File: config.mk
export PLATFORM = sky130hd
export DESIGN_NAME = fifo_share_ctrl
export DESIGN_NICKNAME = d
export VERILOG_FILES = /design/src/rtl/fifo_share_ctrl.sv
export SDC_FILE = /design/constraint.sdc
export NUM_CORES = 1
export LEC_CHECK = 0
export ABC_CLOCK_PERIOD_IN_PS = 6400
export CORE_MARGIN = 1.5
export CORE_UTILIZATION = 35
export CTS_CLUSTER_DIAMETER = 30
export DETAILED_ROUTE_END_ITERATION = 16
export GPL_TIMING_DRIVEN = 0
export PLACE_DENSITY_LB_ADDON = 0.05
export SLEW_MARGIN = 5
export SYNTH_ARGS = -nofsm -noshare
export SYNTH_HDL_FRONTEND = slang
export SYNTH_SLANG_ARGS = --single-unit
File: constraint.sdc
create_clock -name clk_i -period 6.4 [get_ports clk_i]
set_input_delay 1.6 -clock clk_i [delete_from_list [all_inputs] [get_ports clk_i]]
set_output_delay 1.6 -clock clk_i [all_outputs]
set_load 0.01 [all_outputs]
File: src/rtl/fifo_share_ctrl.sv
// fifo_share_ctrl
// Shares one FIFO between N_REQ write requesters and a single valid/ready
// consumer. Requesters are served round-robin onto the FIFO write port and
// FIFO reads feed a registered output stage. A read and a write are never
// issued in the same cycle. When both are wanted, a priority bit alternates
// between them.
//
// Ports
//   clk_i, rst_i         clock, synchronous active-high reset
//   flush_i              one-cycle pulse that discards FIFO contents
//   req_valid_i          per-requester data valid
//   req_data_i           requester i data in [i*DATA_W +: DATA_W]
//   req_ready_o          one-hot, marks the requester written this cycle
//   grant_id_o           index of the last granted requester
//   fifo_en_o            FIFO enable (always 1)
//   fifo_rst_o           FIFO reset (reset or flush state)
//   fifo_wr_o, fifo_rd_o FIFO strobes, mutually exclusive
//   fifo_din_o           selected requester data
//   fifo_full_i          FIFO full flag (extra guard)
//   fifo_empty_i         FIFO empty flag (extra guard)
//   fifo_dout_i          FIFO registered read data
//   out_valid_o          output stage valid
//   out_data_o           output stage data
//   out_ready_i          consumer ready
module fifo_share_ctrl #(
    parameter int N_REQ      = 4,
    parameter int DATA_W     = 8,
    parameter int FIFO_DEPTH = 8,
    localparam int GW        = $clog2(N_REQ),
    localparam int OW        = $clog2(FIFO_DEPTH) + 1
) (
    input  logic                    clk_i,
    input  logic                    rst_i,
    input  logic                    flush_i,
    input  logic [N_REQ-1:0]        req_valid_i,
    input  logic [N_REQ*DATA_W-1:0] req_data_i,
    output logic [N_REQ-1:0]        req_ready_o,
    output logic [GW-1:0]           grant_id_o,
    output logic                    fifo_en_o,
    output logic                    fifo_rst_o,
    output logic                    fifo_wr_o,
    output logic                    fifo_rd_o,
    output logic [DATA_W-1:0]       fifo_din_o,
    input  logic                    fifo_full_i,
    input  logic                    fifo_empty_i,
    input  logic [DATA_W-1:0]       fifo_dout_i,
    output logic                    out_valid_o,
    output logic [DATA_W-1:0]       out_data_o,
    input  logic                    out_ready_i
);

    typedef enum logic {RUN, FLUSH} state_e;

    state_e        state_q, state_d;
    logic [OW-1:0] occ_q, occ_d;
    logic          outValid_q, outValid_d;
    logic [GW-1:0] grantId_q, grantId_d;
    logic          rdPri_q, rdPri_d;

    logic          isRun;
    logic          wrCand;
    logic          rdCand;
    logic          doWr;
    logic          doRd;
    logic [GW-1:0] winner;

    // Round-robin search starting just after the last grant, wrapping
    // around. Indices are kept below N_REQ so non-power-of-two counts work.
    always_comb begin
        int   idx;
        logic found;
        winner = grantId_q;
        found  = 1'b0;
        idx    = 0;
        for (int off = 1; off <= N_REQ; off++) begin
            idx = int'(grantId_q) + off;
            if (idx >= N_REQ) begin
                idx = idx - N_REQ;
            end
            if (!found && req_valid_i[GW'(idx)]) begin
                winner = GW'(idx);
                found  = 1'b1;
            end
        end
    end

    // Candidate detection and conflict resolution. The occupancy counter is
    // the primary guard; the FIFO flags only back it up.
    always_comb begin
        isRun  = (state_q == RUN) && !rst_i;
        wrCand = isRun && (|req_valid_i) && (occ_q < OW'(FIFO_DEPTH)) && !fifo_full_i;
        rdCand = isRun && (occ_q != '0) && !fifo_empty_i && (!outValid_q || out_ready_i);
        doWr   = wrCand && (!rdCand || !rdPri_q);
        doRd   = rdCand && (!wrCand || rdPri_q);
    end

    always_comb begin
        req_ready_o = '0;
        if (doWr) begin
            req_ready_o[winner] = 1'b1;
        end
    end

    assign fifo_din_o  = req_data_i[winner*DATA_W +: DATA_W];
    assign fifo_wr_o   = doWr;
    assign fifo_rd_o   = doRd;
    assign fifo_en_o   = 1'b1;
    assign fifo_rst_o  = rst_i || (state_q == FLUSH);
    assign grant_id_o  = grantId_q;
    assign out_valid_o = outValid_q;
    assign out_data_o  = fifo_dout_i;

    // Next-state logic. A read always reloads the output stage, even when
    // the consumer takes the old word in the same cycle.
    always_comb begin
        state_d    = state_q;
        occ_d      = occ_q;
        outValid_d = outValid_q;
        grantId_d  = grantId_q;
        rdPri_d    = rdPri_q;
        case (state_q)
            RUN: begin
                if (flush_i) begin
                    state_d = FLUSH;
                end
                if (doWr) begin
                    occ_d     = occ_q + OW'(1);
                    grantId_d = winner;
                end else if (doRd) begin
                    occ_d = occ_q - OW'(1);
                end
                if (doRd) begin
                    outValid_d = 1'b1;
                end else if (outValid_q && out_ready_i) begin
                    outValid_d = 1'b0;
                end
                if (wrCand && rdCand) begin
                    rdPri_d = ~rdPri_q;
                end
            end
            FLUSH: begin
                state_d    = RUN;
                occ_d      = '0;
                outValid_d = 1'b0;
                rdPri_d    = 1'b0;
            end
            default: state_d = RUN;
        endcase
    end

    // State registers. The grant pointer resets to the last index so that
    // requester 0 wins first.
    always_ff @(posedge clk_i) begin
        if (rst_i) begin
            state_q    <= RUN;
            occ_q      <= '0;
            outValid_q <= 1'b0;
            grantId_q  <= GW'(N_REQ - 1);
            rdPri_q    <= 1'b0;
        end else begin
            state_q    <= state_d;
            occ_q      <= occ_d;
            outValid_q <= outValid_d;
            grantId_q  <= grantId_d;
            rdPri_q    <= rdPri_d;
        end
    end

endmodule

### Word level (Yosys, flattened, before mapping)

Cells that the tools add are included.

| storage, ports and cells | value |
|---|---|
| register bits after elaboration | 9 |
| latch bits | 0 |
| bits in writable memories | 0 |
| ROM bits | 0 |
| output and inout bits | 27 |
| memories | 0 |

| operators by class | value |
|---|---|
| add/sub/neg operators | 10 |
| multiply operators | 0 |
| div/mod/pow operators | 0 |
| $lt $le $gt $ge | 11 |
| equal/unequal tests | 3 |
| shift-type cells | 1 |
| multiplexer cells | 36 |
| bitwise gates (word level) | 2 |
| reductions and logical operators | 32 |

Operators with widths:

| operator | count |
|---|---|
| $shiftx A32 B6 Y8 | 1 |
| $lt A2 B4 Y1 const B | 4 |
| $mux W1 | 16 |
| $mux W2 | 8 |
| $logic_and A1 B1 Y1 | 15 |
| $mux W4 | 3 |
| $logic_not A1 Y1 | 10 |
| $ge A3 B3 Y1 const B | 3 |
| $bmux W1 S2 | 4 |
| $pmux W4 S2 | 1 |
| $sub A2 B1 Y2 const B | 4 |
| $add A2 B2 Y3 const B | 2 |
| $pmux W1 S2 | 3 |
| $add A2 B3 Y4 const B | 1 |
| $add A4 B1 Y4 const B | 1 |
| $ge A4 B3 Y1 const B | 1 |
| $logic_or A1 B1 Y1 | 4 |
| $lt A4 B4 Y1 const B | 1 |
| $reduce_bool A4 Y1 | 1 |
| $reduce_or A4 Y1 | 1 |
| $sub A4 B1 Y4 const B | 1 |
| $add A2 B1 Y3 const B | 1 |
| $lt A2 B3 Y1 const B | 1 |
| $ne A3 B2 Y1 const B | 1 |
| other kinds (6) | 7 |

### Longest topological paths before layout

Gate-level depths: netlist (run 1).

| depth | value |
|---|---|
| depth in word-level cells | 21 |
| gate-level depth with buffers | 10 |
| mapped depth without buffers | 10 |

### Worst setup path before layout (run 1)

No wires, ideal clock.

| path | value |
|---|---|
| path kind | input port to output port |
| from | input port rst_i |
| to | output port req_ready_o[3] |
| arrival | 2.838 ns |
| path slack | 1.962 ns |
| cell stages on the path | 7 |
| path through | nor2_4 > inv_2 > or4_4 > a21o_4 > inv_2 > nand2_1 > nor2_1 |

| on the way | value |
|---|---|
| word-level cells in the longest chain between the ends | 9 |

RTL lines:

| what | line | text |
|---|---|---|
| start: declaration | 33 | `input logic rst_i,` |
| $logic_not A1 Y1 (*) | 90 | `isRun = (state_q == RUN) && !rst_i;` |
| $logic_and A1 B1 Y1 (*) | 90 |  |
| $logic_and A1 B1 Y1 (3 in a row) | 92 | `rdCand = isRun && (occ_q != '0) && !fifo_empty_i && (!outValid_q \|\| out_ready_i);` |
| $logic_not A1 Y1 | 93 | `doWr = wrCand && (!rdCand \|\| !rdPri_q);` |
| $logic_or A1 B1 Y1 | 93 |  |
| $logic_and A1 B1 Y1 (*) | 93 |  |
| via fifo_wr_o | 41 | `output logic fifo_wr_o,` |
| $mux W4 (*) | 99 | `if (doWr) begin` |
| end: declaration | 37 | `output logic [N_REQ-1:0] req_ready_o,` |

Mark *: on every way through the listed nets, which the timed path passes. The rest lies on a longest branch.

### Worst setup path in the final report (run 1)

| path | value |
|---|---|
| from | input port rst_i |
| to | output port req_ready_o[0] |

| on the way | value |
|---|---|
| word-level cells in the longest chain between the ends | 9 |

RTL lines:

| what | line |
|---|---|
| $logic_not A1 Y1 (*) | 90 |
| $logic_and A1 B1 Y1 (*) | 90 |
| $logic_and A1 B1 Y1 (3 in a row) | 92 |
| $logic_not A1 Y1 | 93 |
| $logic_or A1 B1 Y1 | 93 |
| $logic_and A1 B1 Y1 (*) | 93 |
| $mux W4 (*) | 99 |

Mark *: on every way between the ends. The rest lies on a longest branch, timed or not.

==> impl_metrics.json, run 1 <==
{
  "finish.instance_area_sq_mm": 0.001663,
  "synth_fp_nets": 164,
  "p_total_mw": 0.2877,
  "ys_warn_count": 0,
  "overflow": 0,
  "wl_per_cell_microns": 12.29,
  "status": "finished, final reports clean",
  "fin_nets": 236,
  "seq_area_frac_synth_pct": 19.41,
  "synthTopCellsByArea": "mux2i_1 31%, dfxtp_1 19%, buf_4 7.3%",
  "p_per_area_mw_per_mm2": 173.0,
  "ys_types": 33,
  "drive_gt1_share_pct": 12.09,
  "design.die.area_sq_mm": 0.002970,
  "grt_pass1_vias": 904,
  "ys_seq_elements": 9,
  "dp_cells": 208,
  "finalCritPeriodShare_pct": 87.36,
  "fin_tns_setup_ps": 0,
  "syn_area_sq_um": 928.4,
  "peakVddDrop_mv": 0.1055,
  "rr_worst_depth": 9,
  "die_x_microns": 54.50,
  "fin_ws_ps": 808.7,
  "antenna_found_initial": 0,
  "cts_root_buf": "clkbuf_4",
  "slew_viol_final": 0,
  "fin_cells": 212,
  "clkLatencyLatePin_ps": 270,
  "post-place-ws_ps": 808.3,
  "grt_max_degree": 11,
  "grt_pass1_wl_microns": 3788,
  "leakage_nw": 0.7477,
  "avgSynthCellArea_sq_um": 8.364,
  "timing.rr.end": "occ_q[3]",
  "die_y_microns": 54.50,
  "place_hpwl_microns": 2174,
  "row_count": 18,
  "post-cts-setup-buffers": 0,
  "dpl-instance-area_sq_mm": 0.001637,
  "fin_skew_ps": 5.718,
  "timing.rr.start": "state_q",
  "hold_path.class": "reg2reg",
  "finalSetupViolCount": 0,
  "synth_top_area_share_pct": 31.27,
  "fillers": 214,
  "synth-edff-count": 0,
  "cp_max_fo": 7,
  "yosys-top-cells-count": "29 x mux2i_1, 12 x nor2_1, 9 x buf_4, 9 x dfxtp_1",
  "fin_crit_ps": 5591,
  "maxCapViolations": 0,
  "end_kind": "output pin",
  "ant_nets": 0,
  "vias_per_cell": 4.892,
  "coreArea_sq_mm": 0.002500,
  "wl_microns": 2606,
  "drt-initial-drc-count": 6,
  "cts.repair.resized": 0,
  "syn_inst": 111,
  "critical_path_arrival_ps": 3990,
  "start_util_pct": 37.14,
  "yosysMostFrequentCell": "mux2i_1",
  "min_path_cells": 2,
  "grt_setup_unrepaired": "false",
  "cts_sinks": 9,
  "clockBufferDepth": 2,
  "num_vias": 1037,
  "fmax_ghz": 0.1788,
  "path_class": "in2out",
  "area_delta_synth_final_pct": 79.11,
  "min_delay_worst_endpoint": "occ_q[2]",
  "io_pins": 77,
  "final_core_util_pct": 66.52,
  "drc": 0,
  "portBuffers": 67,
  "num_antenna_cells": 0,
  "rrSetupSlack_ps": 3910,
  "whs_ps": 554.4,
  "cts_tree": "built",
  "grt_usage_pct": 17.84,
  "cp-start-kind": "primary input",
  "dr.pass1.iters": 4,
  "synthFlopType": "dfxtp_1",
  "ctsHoldBuffers": 0,
  "min_from": "occ_q[2]",
  "path_clk_slew_ps": 60,
  "h-tree-depth": 1,
  "worst-endpoint-required_ps": 4800,
  "final_hold_viol_count": 0,
  "cts_buffers": 3,
  "place.gp.congestion": 0.8419,
  "async_reset_ff_share_pct": 0,
  "yosysTopAreaCell": "mux2i_1"
}
## state kept, by name, indices dropped and copies added (netlist names)
| register | count |
|---|---|
| occ_q | 4 |
| grant_id_o | 2 |
| out_valid_o | 1 |
| rdPri_q | 1 |
| state_q | 1 |
## layer usage
layer	share of wire, %	routed length (microns)	global-route usage (%)
met1	38	989	18.75
met2	53	1376	32.73
met3	8.4	218	6.011
met5	0	0	0
met4	0.81	21	6.250
## cells by family after synthesis
logic type,Yosys count,synth area share (%)
simple gates,34,19.95
mux,29,31.27
buf+inv,21,12.67
compound gates,12,9.568
flops,9,19.41
fa+ha+maj,3,4.851
xor+xnor,2,1.887
other cells,1,0.4039
## critical path: stages
cell and delay [ps]:
clkdlybuf4s50_1 560, nor2_4 190, inv_2 80, or4_4 500, a21o_4 240, inv_2 100, nand2_1 80, nor2_1 100
clkdlybuf4s50_1 550
## worst max-delay path by stage
| stage | startpoint | to | slack [ps] | cells after the start |
|---|---|---|---|---|
| after detailed placement | rst_i | req_ready_o[0] | 810 | 9 |
| after global routing | rst_i | req_ready_o[3] | 660 | 9 |
| after CTS | rst_i | req_ready_o[3] | 800 | 9 |
| after floorplan | rst_i | req_ready_o[3] | 1960 | 7 |
| after global placement | rst_i | req_ready_o[3] | 820 | 9 |
| final | rst_i | req_ready_o[0] | 810 | 9 |
## placed cells by master (no fill, tap or decap)
master,count
nor3_1,2
fa_1,1
buf_2,4
clkbuf_4,3
a221oi_1,1
nor2b_1,3
nor4_1,3
mux2i_1,29
clkbuf_1,2
dfxtp_1,9
xor2_1,2
a21o_1,2
and3_1,1
conb_1,1
o22ai_1,1
a31oi_1,1
inv_2,2
clkdlybuf4s50_1,67
or4_4,1
nand3b_1,1
ha_1,2
buf_4,9
o21a_1,1
a21oi_1,3
o21ai_0,1
nor2_1,12
and2_1,1
nand2b_1,2
nor4_2,1
inv_1,5
nor2_4,1
or3_1,1
a21o_4,1
a32o_1,1
nand2_1,5
## cell type report
class                      instances  area [sq um]  share of cell area (%)
tap                               30         37.54                   2.257
clock buffer                       4         26.28                   1.580
sequential                         9         180.2                   10.84
inverter                           7         26.28                   1.580
buffer                            14         91.34                   5.493
multi-input combinational         81         630.6                   37.92
timing repair buffer              67         670.6                   40.33
## power by group
| part | switching (mW) | total [mW] | internal (mW) |
|---|---|---|---|
| Combinational | 0.0710 | 0.170 | 0.0990 |
| Sequential | 0.00808 | 0.0718 | 0.0637 |
| Clock | 0.0218 | 0.0459 | 0.0241 |
Note: power is estimated with default switching activity, not from simulation.
==> inputs of run 2 (changes only) <==
CORE_UTILIZATION = 30   (was 35)
==> run 2 against run 1 <==
- fmax shrank 0.39%
- global-route usage down 3.6 points
- clock-buffer cell count did not move
- final area is 0.23% higher
- total power shrank 1.3%
- sequential share of layout area about the same
- final cell count grew 1.4%
- critical path type unchanged
- largest power group unchanged
==> impl_metrics.json, run 2 (synthesized netlist as in run 1, its figures left out) <==
{
  "status": "finished, final reports clean",
  "p_total_mw": 0.2840,
  "fin_tns_setup_ps": 0,
  "post-cts-setup-buffers": 0,
  "finish.instance_area_sq_mm": 0.001667,
  "path_delay_family": "buffers and inverters",
  "drc": 0,
  "largest_reg_flops": 4,
  "cts_root_buf": "clkbuf_4",
  "dr_wl_met2_microns": 1249,
  "io_pins": 77,
  "path_clk_slew_ps": 60,
  "cts_tree": "built",
  "dr.max_layer_used": "met3",
  "fin_skew_ps": 0.3903,
  "place.gp.congestion": 0.8247,
  "cts_sinks": 9,
  "route.met3.wl_microns": 210,
  "slew_viol_final": 0,
  "overflow": 0,
  "final_core_util_pct": 55.50,
  "cts.repair.resized": 0,
  "place_hpwl_microns": 2052,
  "antenna_found_initial": 0,
  "fin_crit_ps": 5613,
  "peakVddDrop_mv": 0.09153,
  "wl_per_cell_microns": 11.47,
  "ctsHoldBuffers": 0,
  "hold_path.class": "reg2reg",
  "grt_pass1_vias": 915,
  "slowest_stage": "clkdlybuf4s50_1",
  "num_antenna_cells": 0,
  "finalCritPeriodShare_pct": 87.70,
  "cts_buffers": 3,
  "critical_path_arrival_ps": 4010,
  "portBuffers": 67,
  "vias_per_cell": 4.753,
  "path_class": "in2out",
  "row_count": 20,
  "fin_nets": 236,
  "dr.pass1.iters": 4,
  "path_buf_inv": 4,
  "die_x_microns": 58.63,
  "die_y_microns": 58.63,
  "maxCapViolations": 0,
  "dpl-instance-area_sq_mm": 0.001640,
  "drive_gt1_share_pct": 12.09,
  "grt_max_degree": 11,
  "wl_microns": 2467,
  "final_cell_mix": "67 x clkdlybuf4s50_1, 29 x mux2i_1, 12 x nor2_1",
  "fin_cells": 215,
  "rrSetupSlack_ps": 3930,
  "grt_usage_pct": 14.26,
  "num_vias": 1022,
  "fmax_ghz": 0.1782,
  "worst-endpoint-required_ps": 4800,
  "finalSetupViolCount": 0,
  "cp_max_fo": 7,
  "final_hold_viol_count": 0,
  "design.die.area_sq_mm": 0.003437,
  "grt_pass1_wl_microns": 3843,
  "regMostFlops": "occ_q",
  "path_cells": "clkdlybuf4s50_1 -> nor2_4 -> inv_2 -> or4_4 -> a21o_4 -> inv_2 -> nand2_1 -> nor2_1 -> clkdlybuf4s50_1",
  "p_per_area_mw_per_mm2": 170.4,
  "clkLatencyLatePin_ps": 260,
  "end_kind": "output pin",
  "fillers": 300,
  "clockBufferDepth": 2,
  "ant_nets": 0,
  "h-tree-depth": 1,
  "cp-start-kind": "primary input",
  "dp_cells": 211,
  "start_util_pct": 30.92,
  "coreArea_sq_mm": 0.003003,
  "leakage_nw": 0.7477,
  "wl_met1_microns": 1007,
  "slowest_delay_ps": 570,
  "layout_commonest_cell": "clkdlybuf4s50_1",
  "area_delta_synth_final_pct": 79.52,
  "grt_setup_unrepaired": "false",
  "drt-initial-drc-count": 55
}
## run 2: cell counts in the layout (fill, tap and decap cells not counted)
No cell type changed its count.
## run 2: cell type report
cell class                      count  area, sq um  area share (%)
Sequential cell                     9        180.2           10.81
Timing Repair Buffer               67        670.6           40.24
Multi-Input combinational cell     81        630.6           37.84
Buffer                             14        91.34           5.480
Clock buffer                        4        26.28           1.577
Inverter                            7        26.28           1.577
Tap cell                           33        41.29           2.477
## run 2: path summary, 6_finish.rpt
| check | from | end | cells past startpoint |
|---|---|---|---|
| worst max-delay path | rst_i | req_ready_o[0] | 9 |
| worst min-delay path | occ_q[2] | occ_q[2] | 2 |
| worst max register to register | state_q | occ_q[3] | 9 |
| worst min register to register | occ_q[2] | occ_q[2] | 2 |
## run 2: stage by stage
stage               hold slack, ps  worst slack [ps]
global placement             523.3             797.4
floorplan                    488.9              1962
finish                       543.0             786.9
global route                 608.1             623.7
detailed placement           535.7             759.9
CTS                          546.7             768.7
## run 2: metal layers
metal / vias to the layer above / global-route usage [%]
met5: - / 0
met4: 0 / 0.9740
met3: 0 / 5.714
met2: 47 / 25.04
met1: 455 / 17.16
li1: 520 / -
## run 2: worst min-delay path: stages (launching register included)
cell and delay (ps):
dfxtp_1 330, mux2i_1 120, nor2_1 50
## run 2: power by group
part	switching, mW	internal [mW]	total (mW)
Clock	0.0200	0.0240	0.0441
Combinational	0.0694	0.0988	0.168
Sequential	0.00787	0.0637	0.0716
Total	0.0974	0.187	0.284
